[src/rtl/pattern_sequencer.sv]
// Pattern sequencer: plays rows from on-chip RAM as tracker notes, one row per tempo period.
// Define PATTERN_LOOP_EN to wrap from the last row back to row 0 instead of stopping.
module pattern_sequencer #(
    parameter int DEPTH  = 16,
    parameter int ADDR_W = 4,
    parameter int VOL_W  = 4,
    parameter int ROW_W  = 4 + 2 + VOL_W
) (
    input  logic              clk,
    input  logic              rst,
    input  logic              wr_en,
    input  logic [ADDR_W-1:0] wr_addr,
    input  logic [ROW_W-1:0]  wr_data,
    input  logic              start,
    input  logic              stop,
    input  logic              pause,
    input  logic [7:0]        tempo,
    input  logic [ADDR_W-1:0] len,
    output logic [VOL_W-1:0]  note_volume,
    output logic [1:0]        note_instrument,
    output logic [3:0]        speed,
    output logic [ADDR_W-1:0] row,
    output logic              row_stb,
    output logic              busy,
    output logic              done
);

    typedef enum logic [1:0] {
        IDLE,
        FETCH,
        PLAY
    } state_t;

    state_t state, state_nx;

    logic [ROW_W-1:0]  mem [DEPTH];
    logic [ROW_W-1:0]  data_q;
    logic [ADDR_W-1:0] row_q;
    logic [ADDR_W-1:0] last_q;
    logic [ADDR_W-1:0] rd_addr;
    logic [7:0]        cnt;
    logic [7:0]        tempo_q;
    logic [7:0]        tempo_ld;
    logic [7:0]        period;
    logic              rd_en;
    logic              mute;
    logic              mute_set;
    logic              done_nx;

    always_ff @(posedge clk) begin
        if (wr_en) begin
            mem[wr_addr] <= wr_data;
        end
    end

    always_comb begin
        state_nx = state;
        rd_en    = 1'b0;
        rd_addr  = row_q + ADDR_W'(1);
        done_nx  = 1'b0;
        mute_set = 1'b0;
        if (stop) begin
            state_nx = IDLE;
            mute_set = 1'b1;
        end else if (start) begin
            state_nx = FETCH;
        end else begin
            unique case (state)
                IDLE: begin
                end
                FETCH: begin
                    rd_en    = 1'b1;
                    rd_addr  = '0;
                    state_nx = PLAY;
                end
                PLAY: begin
                    // Last cycle of the row: prefetch so the next row lands without a bubble
                    if (!pause && cnt == 8'd0) begin
                        if (row_q == last_q) begin
`ifdef PATTERN_LOOP_EN
                            rd_en   = 1'b1;
                            rd_addr = '0;
`else
                            state_nx = IDLE;
                            done_nx  = 1'b1;
                            mute_set = 1'b1;
`endif
                        end else begin
                            rd_en = 1'b1;
                        end
                    end
                end
                default: state_nx = IDLE;
            endcase
        end
    end

    // Row 0 uses the tempo captured at start; later rows take the live value
    assign tempo_ld = (state == FETCH) ? tempo_q : tempo;
    assign period   = (tempo_ld == 8'd0) ? 8'd1 : tempo_ld;

    always_ff @(posedge clk) begin
        if (rst) begin
            state   <= IDLE;
            data_q  <= '0;
            row_q   <= '0;
            last_q  <= '0;
            cnt     <= '0;
            tempo_q <= '0;
            mute    <= 1'b1;
            row_stb <= 1'b0;
            done    <= 1'b0;
        end else begin
            state   <= state_nx;
            row_stb <= rd_en;
            done    <= done_nx;
            if (start && !stop) begin
                last_q  <= len - ADDR_W'(1);
                tempo_q <= tempo;
            end
            if (rd_en) begin
                data_q <= mem[rd_addr];
                row_q  <= rd_addr;
                cnt    <= period - 8'd1;
                mute   <= 1'b0;
            end else if (mute_set) begin
                mute <= 1'b1;
            end else if (state == PLAY && !pause && cnt != 8'd0) begin
                cnt <= cnt - 8'd1;
            end
        end
    end

    assign note_volume     = mute ? '0 : data_q[VOL_W-1:0];
    assign note_instrument = data_q[VOL_W+1:VOL_W];
    assign speed           = data_q[ROW_W-1:ROW_W-4];
    assign row             = row_q;
    assign busy            = (state != IDLE);

endmodule

[config.mk]
export PLATFORM = sky130hd
export DESIGN_NAME = pattern_sequencer
export DESIGN_NICKNAME = d
export VERILOG_FILES = /design/src/rtl/pattern_sequencer.sv
export SDC_FILE = /design/constraint.sdc
export NUM_CORES = 1
export LEC_CHECK = 0
export CORE_ASPECT_RATIO = 1.75
export CORE_MARGIN = 5
export CORE_UTILIZATION = 30
export DETAILED_ROUTE_END_ITERATION = 7
export GPL_ROUTABILITY_DRIVEN = 0
export SLEW_MARGIN = 20
export SYNTH_ARGS = -nofsm -noshare
export SYNTH_HDL_FRONTEND = slang
export SYNTH_SLANG_ARGS = --single-unit
[constraint.sdc]
create_clock -name clk -period 3.3 [get_ports clk]
set_clock_uncertainty 0.05 [all_clocks]
set_input_delay 0.66 -clock clk [delete_from_list [all_inputs] [get_ports clk]]
set_output_delay 0.66 -clock clk [all_outputs]
set_load 0.005 [all_outputs]
==> key figures <==
Run status
  – Run status: finished, final reports clean

Place
  – PortBufs: 48
  – Post-DP Area: 9470 um2
  – Pre-CTS setup slack: -262 ps
  – Placed wire-length estimate: 14100 um

Global route
  – Vias in the first global route: 5326
  – Global-route wire length before repair: 30200 um
  – Total gr overflow: 0
  – Initial antenna violation count: 0
  – GRT Util Overall: 12.9%
  – Largest net degree at the start of global routing: 54

Yosys
  – Post-synth EDFFs: 160
  – Area fraction in and, or, nand and nor cells after synthesis: 9.55%
  – Synthesized area: 8360 um2
  – Syn_nets: 642
  – Top_reg_cell synth: edfxtp_1
  – Synth Area in Compound Gates: 11.2%
  – Synth top area cells: edfxtp_1 (57%), dfxtp_1 (9.3%), mux2i_1 (3.6%)
  – Yosys top cell area share: 57.5%
  – Yosys cell types: 66
  – Xor and xnor area share after synthesis: 1.78%
  – Post-synth top area cell: edfxtp_1
  – Syn Inst Count: 604
  – Mux contribution to synthesized area: 7.23%
  – Flops & latches, synth: 199
  – Post-Synth Adder-Cell Area: 0.898%
  – Post-synthesis sequential area ratio: 66.8%
  – Syn avg cell area: 13.8 um2
  – FFs w/ async S/R, synth: 0%
  – Yosys synthesis warning count: 0
  – Largest family of logic cells by synthesized area: compound AO/OA/AOI/OAI gates

Power
  – Peak supply drop: 0.261 mV
  – Power density over cell area: 504 nW/um2
  – P_leak: 0.00325 uW

Drt
  – WL final: 19600 um
  – First drt pass iteration count: 4
  – Drt wl/cell: 18.4 um
  – Residual DRC: 0
  – DRT iter0 DRCs: 316
  – Remaining antenna violation count: 0
  – Vias per inst: 4.81
  – Routed vias: 5115

Cells and area
  – Multi-input gate area: 2570 um2
  – Final net count: 716
  – Final core utilization: 36.2%
  – Post-route cell area: 10100 um2
  – Ant. Diodes: 0
  – Share of post-route cells with drive strength above 1: 16.5%
  – Area grow syn2layout: 20.4%
  – FF/Latch Area: 5590 um2
  – Fillers: 2713

Setup path
  – Crit path max fanout: 3
  – Req. time, crit path: 3560 ps
  – Reg2reg setup slack: 320 ps
  – CP arrival: 3350 ps
  – CP endpoint kind: register
  – Critical path class: primary input to register
  – Worst Setup Start Kind: primary input

Timing
  – Slew Viols, Final: 0
  – Final worst setup slack: 206 ps
  – Slew @ Worst Pin: 755 ps
  – Final hold violations: 0
  – # setup viols final: 0
  – RSZ-0062 raised after global routing: no
  – Crit path time final: 3090 ps
  – Fmax: 0.323 GHz
  – Slew headroom: 49.6%
  – Post-route clock period utilization: 93.8%

CTS
  – Number of clock sinks: 199
  – Clock latency on the worst-skew pair: 430 ps
  – Clock transition at the registers of the reported paths: 70 ps
  – CTS hold repair buffers: 0
  – Post-CTS Setup Bufs: 0
  – H-tree depth: 4
  – CTS Buf Count: 17
  – Clock root buffer: clkbuf_16
  – CTS tree: yes
  – Clock buffer depth: 2

Hold path
  – Hold crit path type: register to register

Floorplanning
  – IO Pins: 49
  – Die height: 231 um
  – Die area: 31400 um2
  – Die Wd: 136 um
  – Starting density of the core: 30.1%
  – Site row count: 81
  – Core ar.: 27800 um2

Run
  – MaxCap Viol Count: 0
## cells in the final DEF (no fill, tap or decap), types with 3 or more instances in the layout
cell type / count
edfxtp_1: 160
nand2_1: 63
clkdlybuf4s50_1: 48
buf_4: 46
dfxtp_1: 38
nor2_1: 33
a21oi_1: 31
mux2i_1: 30
clkbuf_16: 17
nor3_1: 12
nand3_1: 11
a211oi_1: 11
o211ai_1: 10
mux4_2: 10
xnor2_1: 9
xor2_1: 8
nand2b_1: 7
mux2_2: 7
o221ai_1: 7
nor4_1: 6
o21ai_0: 6
nor2b_1: 6
o221a_2: 6
a31oi_1: 6
o21ai_1: 6
ha_1: 6
inv_1: 5
o311ai_0: 5
a22o_1: 5
a211oi_2: 5
a2bb2oi_1: 5
a22oi_1: 4
clkinv_1: 4
nor3b_1: 3
o22ai_1: 3
o21bai_1: 3
bufinv_16: 3
## through the flow
stage | instances | hold WS (ps) | setup TNS [ps] | power (uW)
3_3_place_gp | 1032 | 393 | -357 | 3070
2_1_floorplan | 604 | 386 | 0 | 2940
6_report | 1064 | 409 | 0 | 5070
3_5_place_dp | 1032 | 407 | -618 | 3070
4_1_cts | 1064 | 418 | 0 | 5120
5_1_grt | 1064 | 440 | 0 | 5220
## flip-flops by register name, summed over array words and instances, names as in the netlist
| signal | count |
|---|---|
| mem | 160 |
| row | 4 |
| data_q | 10 |
| tempo_q | 8 |
| mute | 1 |
| row_stb | 1 |
| last_q | 4 |
| state | 2 |
| cnt | 8 |
| done | 1 |
## critical path: stages
cell and delay (ps):
clkdlybuf4s50_1 410, nand2b_1 160, or4b_4 540, o31ai_4 300
o211ai_1 150, o21ai_0 120, ha_1 210, o21ai_0 160
or3_1 400, a21oi_1 160, a211oi_1 60
## Yosys cell counts (9+ instances only)
master    instances
a21oi_1          31
mux2i_1          30
nor3_1           12
nand2_1          63
nand3_1          11
xnor2_1           9
mux4_2           10
clkbuf_1         23
a211oi_1         11
o211ai_1         10
nor2_1           34
dfxtp_1          39
edfxtp_1        160
## path summary, 6_finish.rpt
| kind | to | cells past startpoint | from |
|---|---|---|---|
| hold / removal | tempo_q[0] | 2 | tempo_q[0] |
| setup / recovery | cnt[6] | 11 | pause |
| hold reg to reg | tempo_q[0] | 2 | tempo_q[0] |
| setup reg to reg | cnt[6] | 12 | state[0] |
## layout make-up
cell class                 instances  area share, %
clock buffer                      18           4.26
clock inverter                    14           1.55
inverter                           5          0.186
multi-input combinational        360           25.5
sequential                       199           55.5
tap                              373           4.64
timing repair buffer              95           8.32
## logic make-up (layout without fill, tap and decap cells)
| logic type | count (synthesis) | count (layout) |
|---|---|---|
| muxes | 47 | 47 |
| buffers and inverters | 45 | 132 |
| xor gates and xnor gates | 17 | 17 |
| AOI/OAI and AO/OA | 127 | 127 |
| adders and majority gates | 6 | 6 |
| and+or+nand+nor | 163 | 163 |
| DFF | 199 | 199 |
## where the power goes
part	switching [uW]	total [uW]	leakage, uW	internal (uW)
registers	16.1	2770	0.00176	2760
clock network	872	2050	0.000276	1180
logic	140	242	0.00121	102
## layer usage
layer	GRT usage (%)	wire length, um	up-vias
met5	0	0	-
met4	6.53	720	0
met3	2.44	616	32
met2	24.6	11200	95
met1	12.9	7090	2516
li1	-	-	2472
## timing repair
action / in CTS / in global routing
endpoints found under the setup margin: 0 / 1
gates resized for setup: 0 / 2
endpoints found under the hold margin: 0 / 0
Note: power is estimated with default switching activity, not from simulation.
